==> config.mk <==
export PLATFORM = sky130hd
export DESIGN_NAME = main_memory_arbiter
export DESIGN_NICKNAME = d
export VERILOG_FILES = /design/src/rtl/main_memory_arbiter.sv
export SDC_FILE = /design/constraint.sdc
export NUM_CORES = 1
export LEC_CHECK = 0
export ABC_AREA = 1
export ABC_CLOCK_PERIOD_IN_PS = 2100
export CAP_MARGIN = 5
export CORE_UTILIZATION = 40
export CTS_CLUSTER_SIZE = 28
export DETAILED_ROUTE_END_ITERATION = 12
export PLACE_DENSITY = 0.86
export SYNTH_ARGS = -nofsm -noshare
export SYNTH_HDL_FRONTEND = slang
export SYNTH_SLANG_ARGS = --single-unit
==> constraint.sdc <==
create_clock -name clk -period 2.1 [get_ports clk]
set_clock_uncertainty 0.2 [all_clocks]
set_input_delay 0.315 -clock clk [delete_from_list [all_inputs] [get_ports clk]]
set_output_delay 0.315 -clock clk [all_outputs]
set_load 0.005 [all_outputs]
==> src/rtl/main_memory_arbiter.sv <==
// rtl/main_memory_arbiter.sv - two-port round-robin arbiter and sequencer for the shared main memory
// Optional build macro: MEM_ARB_FIXED_PRIO_EN (port 0 always wins on contention; default is round robin)
module main_memory_arbiter #(
    parameter int AWIDTH     = 9,
    parameter int DWIDTH     = 32,
    parameter int ACC_CYCLES = 1
) (
    input  logic              clk,
    input  logic              reset_n,
    input  logic              p0_req,
    input  logic              p0_we,
    input  logic [AWIDTH-1:0] p0_addr,
    input  logic [DWIDTH-1:0] p0_wdata,
    output logic              p0_ack,
    output logic [DWIDTH-1:0] p0_rdata,
    input  logic              p1_req,
    input  logic              p1_we,
    input  logic [AWIDTH-1:0] p1_addr,
    input  logic [DWIDTH-1:0] p1_wdata,
    output logic              p1_ack,
    output logic [DWIDTH-1:0] p1_rdata,
    output logic              mem_rd,
    output logic              mem_wr,
    output logic [AWIDTH-1:0] mem_addr,
    output logic [DWIDTH-1:0] mem_wdata,
    input  logic [DWIDTH-1:0] mem_rdata,
    output logic              busy
);

    typedef enum logic [1:0] {
        IDLE   = 2'd0,
        ACCESS = 2'd1,
        RESP   = 2'd2
    } state_t;

    // Strobe hold counter preset; counts down to zero while in ACCESS.
    localparam logic [3:0] CNT_INIT = 4'(ACC_CYCLES - 1);

    state_t            state_q,     state_d;
    logic [3:0]        count_q,     count_d;
    logic              gnt_q,       gnt_d;
    logic              mem_rd_q,    mem_rd_d;
    logic              mem_wr_q,    mem_wr_d;
    logic [AWIDTH-1:0] mem_addr_q,  mem_addr_d;
    logic [DWIDTH-1:0] mem_wdata_q, mem_wdata_d;
    logic              p0_ack_q,    p0_ack_d;
    logic              p1_ack_q,    p1_ack_d;
    logic [DWIDTH-1:0] p0_rdata_q,  p0_rdata_d;
    logic [DWIDTH-1:0] p1_rdata_q,  p1_rdata_d;
    logic              busy_q,      busy_d;
`ifdef MEM_ARB_FIXED_PRIO_EN
`else
    logic              last_gnt_q,  last_gnt_d;
`endif

    logic pick;

    // Arbitration: which port wins if a grant is issued this cycle (0 = port 0, 1 = port 1).
    always_comb begin
`ifdef MEM_ARB_FIXED_PRIO_EN
        pick = ~p0_req;
`else
        if (p0_req && p1_req) begin
            pick = ~last_gnt_q;
        end else begin
            pick = ~p0_req;
        end
`endif
    end

    // Next-state and next-output computation for the IDLE/ACCESS/RESP sequencer.
    always_comb begin
        state_d     = state_q;
        count_d     = count_q;
        gnt_d       = gnt_q;
        mem_rd_d    = mem_rd_q;
        mem_wr_d    = mem_wr_q;
        mem_addr_d  = mem_addr_q;
        mem_wdata_d = mem_wdata_q;
        p0_ack_d    = 1'b0;
        p1_ack_d    = 1'b0;
        p0_rdata_d  = p0_rdata_q;
        p1_rdata_d  = p1_rdata_q;
`ifdef MEM_ARB_FIXED_PRIO_EN
`else
        last_gnt_d  = last_gnt_q;
`endif
        case (state_q)
            IDLE: begin
                mem_rd_d = 1'b0;
                mem_wr_d = 1'b0;
                if (p0_req || p1_req) begin
                    gnt_d   = pick;
                    count_d = CNT_INIT;
                    state_d = ACCESS;
                    if (pick) begin
                        mem_addr_d  = p1_addr;
                        mem_wdata_d = p1_wdata;
                        mem_rd_d    = ~p1_we;
                        mem_wr_d    = p1_we;
                    end else begin
                        mem_addr_d  = p0_addr;
                        mem_wdata_d = p0_wdata;
                        mem_rd_d    = ~p0_we;
                        mem_wr_d    = p0_we;
                    end
                end
            end
            ACCESS: begin
                if (count_q != 4'd0) begin
                    count_d = count_q - 4'd1;
                end else begin
                    // Read data was launched on the preceding negedge and is valid now.
                    mem_rd_d = 1'b0;
                    mem_wr_d = 1'b0;
                    if (mem_rd_q) begin
                        if (gnt_q) begin
                            p1_rdata_d = mem_rdata;
                        end else begin
                            p0_rdata_d = mem_rdata;
                        end
                    end
                    if (gnt_q) begin
                        p1_ack_d = 1'b1;
                    end else begin
                        p0_ack_d = 1'b1;
                    end
`ifdef MEM_ARB_FIXED_PRIO_EN
`else
                    last_gnt_d = gnt_q;
`endif
                    state_d = RESP;
                end
            end
            RESP: begin
                state_d = IDLE;
            end
            default: begin
                state_d  = IDLE;
                mem_rd_d = 1'b0;
                mem_wr_d = 1'b0;
            end
        endcase
        busy_d = (state_d != IDLE);
    end

    // State and registered outputs; reset abandons any access in flight without an ack.
    always_ff @(posedge clk) begin
        if (!reset_n) begin
            state_q     <= IDLE;
            count_q     <= 4'd0;
            gnt_q       <= 1'b0;
            mem_rd_q    <= 1'b0;
            mem_wr_q    <= 1'b0;
            mem_addr_q  <= '0;
            mem_wdata_q <= '0;
            p0_ack_q    <= 1'b0;
            p1_ack_q    <= 1'b0;
            p0_rdata_q  <= '0;
            p1_rdata_q  <= '0;
            busy_q      <= 1'b0;
`ifdef MEM_ARB_FIXED_PRIO_EN
`else
            last_gnt_q  <= 1'b1;
`endif
        end else begin
            state_q     <= state_d;
            count_q     <= count_d;
            gnt_q       <= gnt_d;
            mem_rd_q    <= mem_rd_d;
            mem_wr_q    <= mem_wr_d;
            mem_addr_q  <= mem_addr_d;
            mem_wdata_q <= mem_wdata_d;
            p0_ack_q    <= p0_ack_d;
            p1_ack_q    <= p1_ack_d;
            p0_rdata_q  <= p0_rdata_d;
            p1_rdata_q  <= p1_rdata_d;
            busy_q      <= busy_d;
`ifdef MEM_ARB_FIXED_PRIO_EN
`else
            last_gnt_q  <= last_gnt_d;
`endif
        end
    end

    assign p0_ack    = p0_ack_q;
    assign p1_ack    = p1_ack_q;
    assign p0_rdata  = p0_rdata_q;
    assign p1_rdata  = p1_rdata_q;
    assign mem_rd    = mem_rd_q;
    assign mem_wr    = mem_wr_q;
    assign mem_addr  = mem_addr_q;
    assign mem_wdata = mem_wdata_q;
    assign busy      = busy_q;

endmodule

==> flow_metrics.tcl <==
set metrics [dict create \
    tightestPinTransition_ps 346 \
    start_util 0.419 \
    core_sq_um 11100 \
    cp.required_ps 1580 \
    clk_latency_ps 400 \
    synth-edff-count 0 \
    synth-seq-cells 118 \
    r2r-start "count_q[0]$_SDFFE_PN0P_" \
    rows 38 \
    reg2reg_depth 8 \
    worstSetupPathDepth 1 \
    setup_violations 0 \
    rrSetupSlack_ps 410 \
    netlist_area_sq_um 4640 \
    grt_pass1_wl_mm 21.3 \
    clockBufferDepth 2 \
    path_class "flip-flop to output pin" \
    timing.fmax_mhz 545 \
    finalPower_uw 6940 \
    portBuffers 229 \
    via_count 4881 \
    finalSetupTns_ps 0 \
    drt_wl_total_mm 13.7 \
    endpoint "mem_rd" \
    track_usage 0.232 \
    synth_cells 641 \
    antenna_found_initial 0 \
    min_period_over_period 0.875 \
    reg2reg_to "p0_rdata[5]$_SDFFE_PN0P_" \
    nNetsFinal 986 \
    rsz0062_at_grt "no" \
    finalCoreUtilization 0.694 \
    die_w_um 110 \
    slew_viol_final 0 \
    cts_resized 0 \
    htreeDepth 4 \
    synth_nets 763 \
    drive_above_1_share 0.0582 \
    root_buffer "clkbuf_16" \
    fin_hold_ws_ps 40.0 \
    syn2layout_area_growth_pct 65.8 \
    gp_congestion 0.749 \
    cts_tree "done" \
    grt_pass1_vias 4566 \
    hold_path_class "input pin to flip-flop" \
    seq_area_frac_synth 0.509 \
    die_area_sq_um 12000 \
    ctsHoldBuffers 0 \
    ys.warnings.count 0 \
    min_period_ps 1840 \
    synth.top_cells.by_area "dfxtp_1 51%, nor2_1 12%, nand2_1 9.9%" \
    synth_top_flop_cell "dfxtp_1" \
    critPathTopFamily "buffers and inverters" \
    wl_per_cell_um 13.5 \
    critPathMaxFanout 4 \
    critPathLaunch "mem_rd$_SDFFE_PN0P_" \
    antenna_left 0 \
    peakVddDrop_uv 505 \
    leakagePower_uw 0.00311 \
    yosysTopAreaCellShare 0.509 \
    cp.arrival_ps 1320 \
    clkTransAtPathRegs_ps 50 \
    maxCapViolCount 0 \
    worst-path-buf-inv 1 \
    status "finished clean" \
    grt-ovfl-total 0 \
    post_drt_via_cell_ratio 4.80 \
    cts_num_sinks 118 \
    io_pins 230 \
    synth_area_leader_cell "dfxtp_1" \
    power_density_nw_per_um2 903 \
    synth-async-reset-ratio 0 \
    syn_area_per_cell_sq_um 7.24 \
    drc 0 \
    firstDrtPassIters 4 \
    maxSlewHeadroom 0.767 \
    slowest_delay_ps 550 \
    cts_made_buffers 17 \
    cts_setup_buffers 0 \
    antenna_cells 0 \
    ys_types 24 \
    cp-end-kind "output pin" \
    die_h_um 110 \
    startpoint_type "flip-flop" \
    dp_hpwl_mm 9.48 \
    hold_violations 0 \
    first_iter_violations 299 \
    cp_slowest_cell "clkdlybuf4s50_1" \
    crit_chain "clkdlybuf4s50_1" \
    grt_max_degree 65 \
]
[layer usage]
metal / GRT usage / wire length [um] / vias up / part of all wire
met4: 0.0743 / 124 / 0 / 0.0090
li1: - / - / 2483 / -
met2: 0.403 / 6700 / 192 / 0.49
met5: 0 / 0 / - / 0
met3: 0.103 / 1430 / 11 / 0.10
met1: 0.251 / 5460 / 2195 / 0.40
[how the worst min path moves through the flow]
| stage | start | endpoint | slack, ps | depth (start not counted) |
|---|---|---|---|---|
| 3_3_place_gp | mem_wdata[21]$_SDFFE_PN0P_ | mem_wdata[21]$_SDFFE_PN0P_ | 240 | 2 |
| 4_1_cts | reset_n | last_gnt_q$_SDFFE_PN1P_ | 30 | 2 |
| 3_5_place_dp | mem_wdata[8]$_SDFFE_PN0P_ | mem_wdata[8]$_SDFFE_PN0P_ | 250 | 2 |
| 2_1_floorplan | gnt_q$_SDFFE_PN0P_ | p0_ack$_SDFF_PP0_ | 240 | 1 |
| 6_report | reset_n | last_gnt_q$_SDFFE_PN1P_ | 40 | 2 |
| 5_1_grt | reset_n | last_gnt_q$_SDFFE_PN1P_ | 30 | 2 |
[registers in the layout, summed over array words and instances, names as in the netlist]
name and cells:
mem_rd 1, p1_rdata 32, mem_addr 9, busy 1, last_gnt_q 1, p0_ack 1
gnt_q 1, p1_ack 1, count_q 4, mem_wr 1, state_q 2, p0_rdata 32
mem_wdata 32
[layout make-up]
type / instances / area [sq um]
repair buffers: 243 / 2470
well taps: 140 / 175
flip-flops and latches: 118 / 2360
clock inverters: 9 / 150
clock buffers: 22 / 464
fillers: 879 / 3390
multi-input cells: 438 / 1900
inverters: 46 / 173
[placed cells by master, fill, tap and decap left out, types with 2 or more instances in the layout]
cell	instances
nor2_1	143
nand2_2	2
o21ai_1	29
nor3_1	33
clkinv_2	3
buf_4	8
clkbuf_8	2
clkinvlp_4	2
nand3_1	5
nor2_2	3
o21ai_0	90
clkbuf_16	17
dfxtp_1	118
nand2_1	123
clkbuf_1	3
o22ai_1	2
ha_1	2
clkdlybuf4s50_1	228
inv_1	44
bufinv_16	4
buf_12	6
a21oi_1	2
[synth_stat cells, types with 2 or more instances]
master	number
nand3_1	5
nor2_1	144
o21ai_0	90
nor2_2	2
clkbuf_2	3
ha_1	2
clkbuf_1	17
o22ai_1	2
nand2_1	123
buf_1	3
nand2_2	2
a21oi_1	2
buf_2	10
nor3_1	33
dfxtp_1	118
o21ai_1	29
inv_1	44
buf_6	6
[kinds of logic (layout without fill, tap and decap cells)]
kind of cell	after synthesis	count (layout)	synth area share
and+or+nand+nor	311	311	0.267
AOI/OAI and AO/OA	125	125	0.136
DFF	118	118	0.509
buffers and inverters	85	320	0.0820
adders and majority gates	2	2	0.00539
[power breakdown]
group	switching (uW)	internal (uW)	leakage, uW
Clock	966	2030	0.000296
Combinational	614	735	0.00185
Sequential	127	2470	0.000962
[metrics by stage]
step           area [sq um]  cells  setup WS (ps)
3_5_place_dp           7080    985            116
2_1_floorplan          4640    641            500
4_1_cts                7690   1016            243
3_3_place_gp           7080    985            219
5_1_grt                7690   1016            200
6_report               7690   1016            263
No activity file was read; power rests on OpenSTA's default activity.
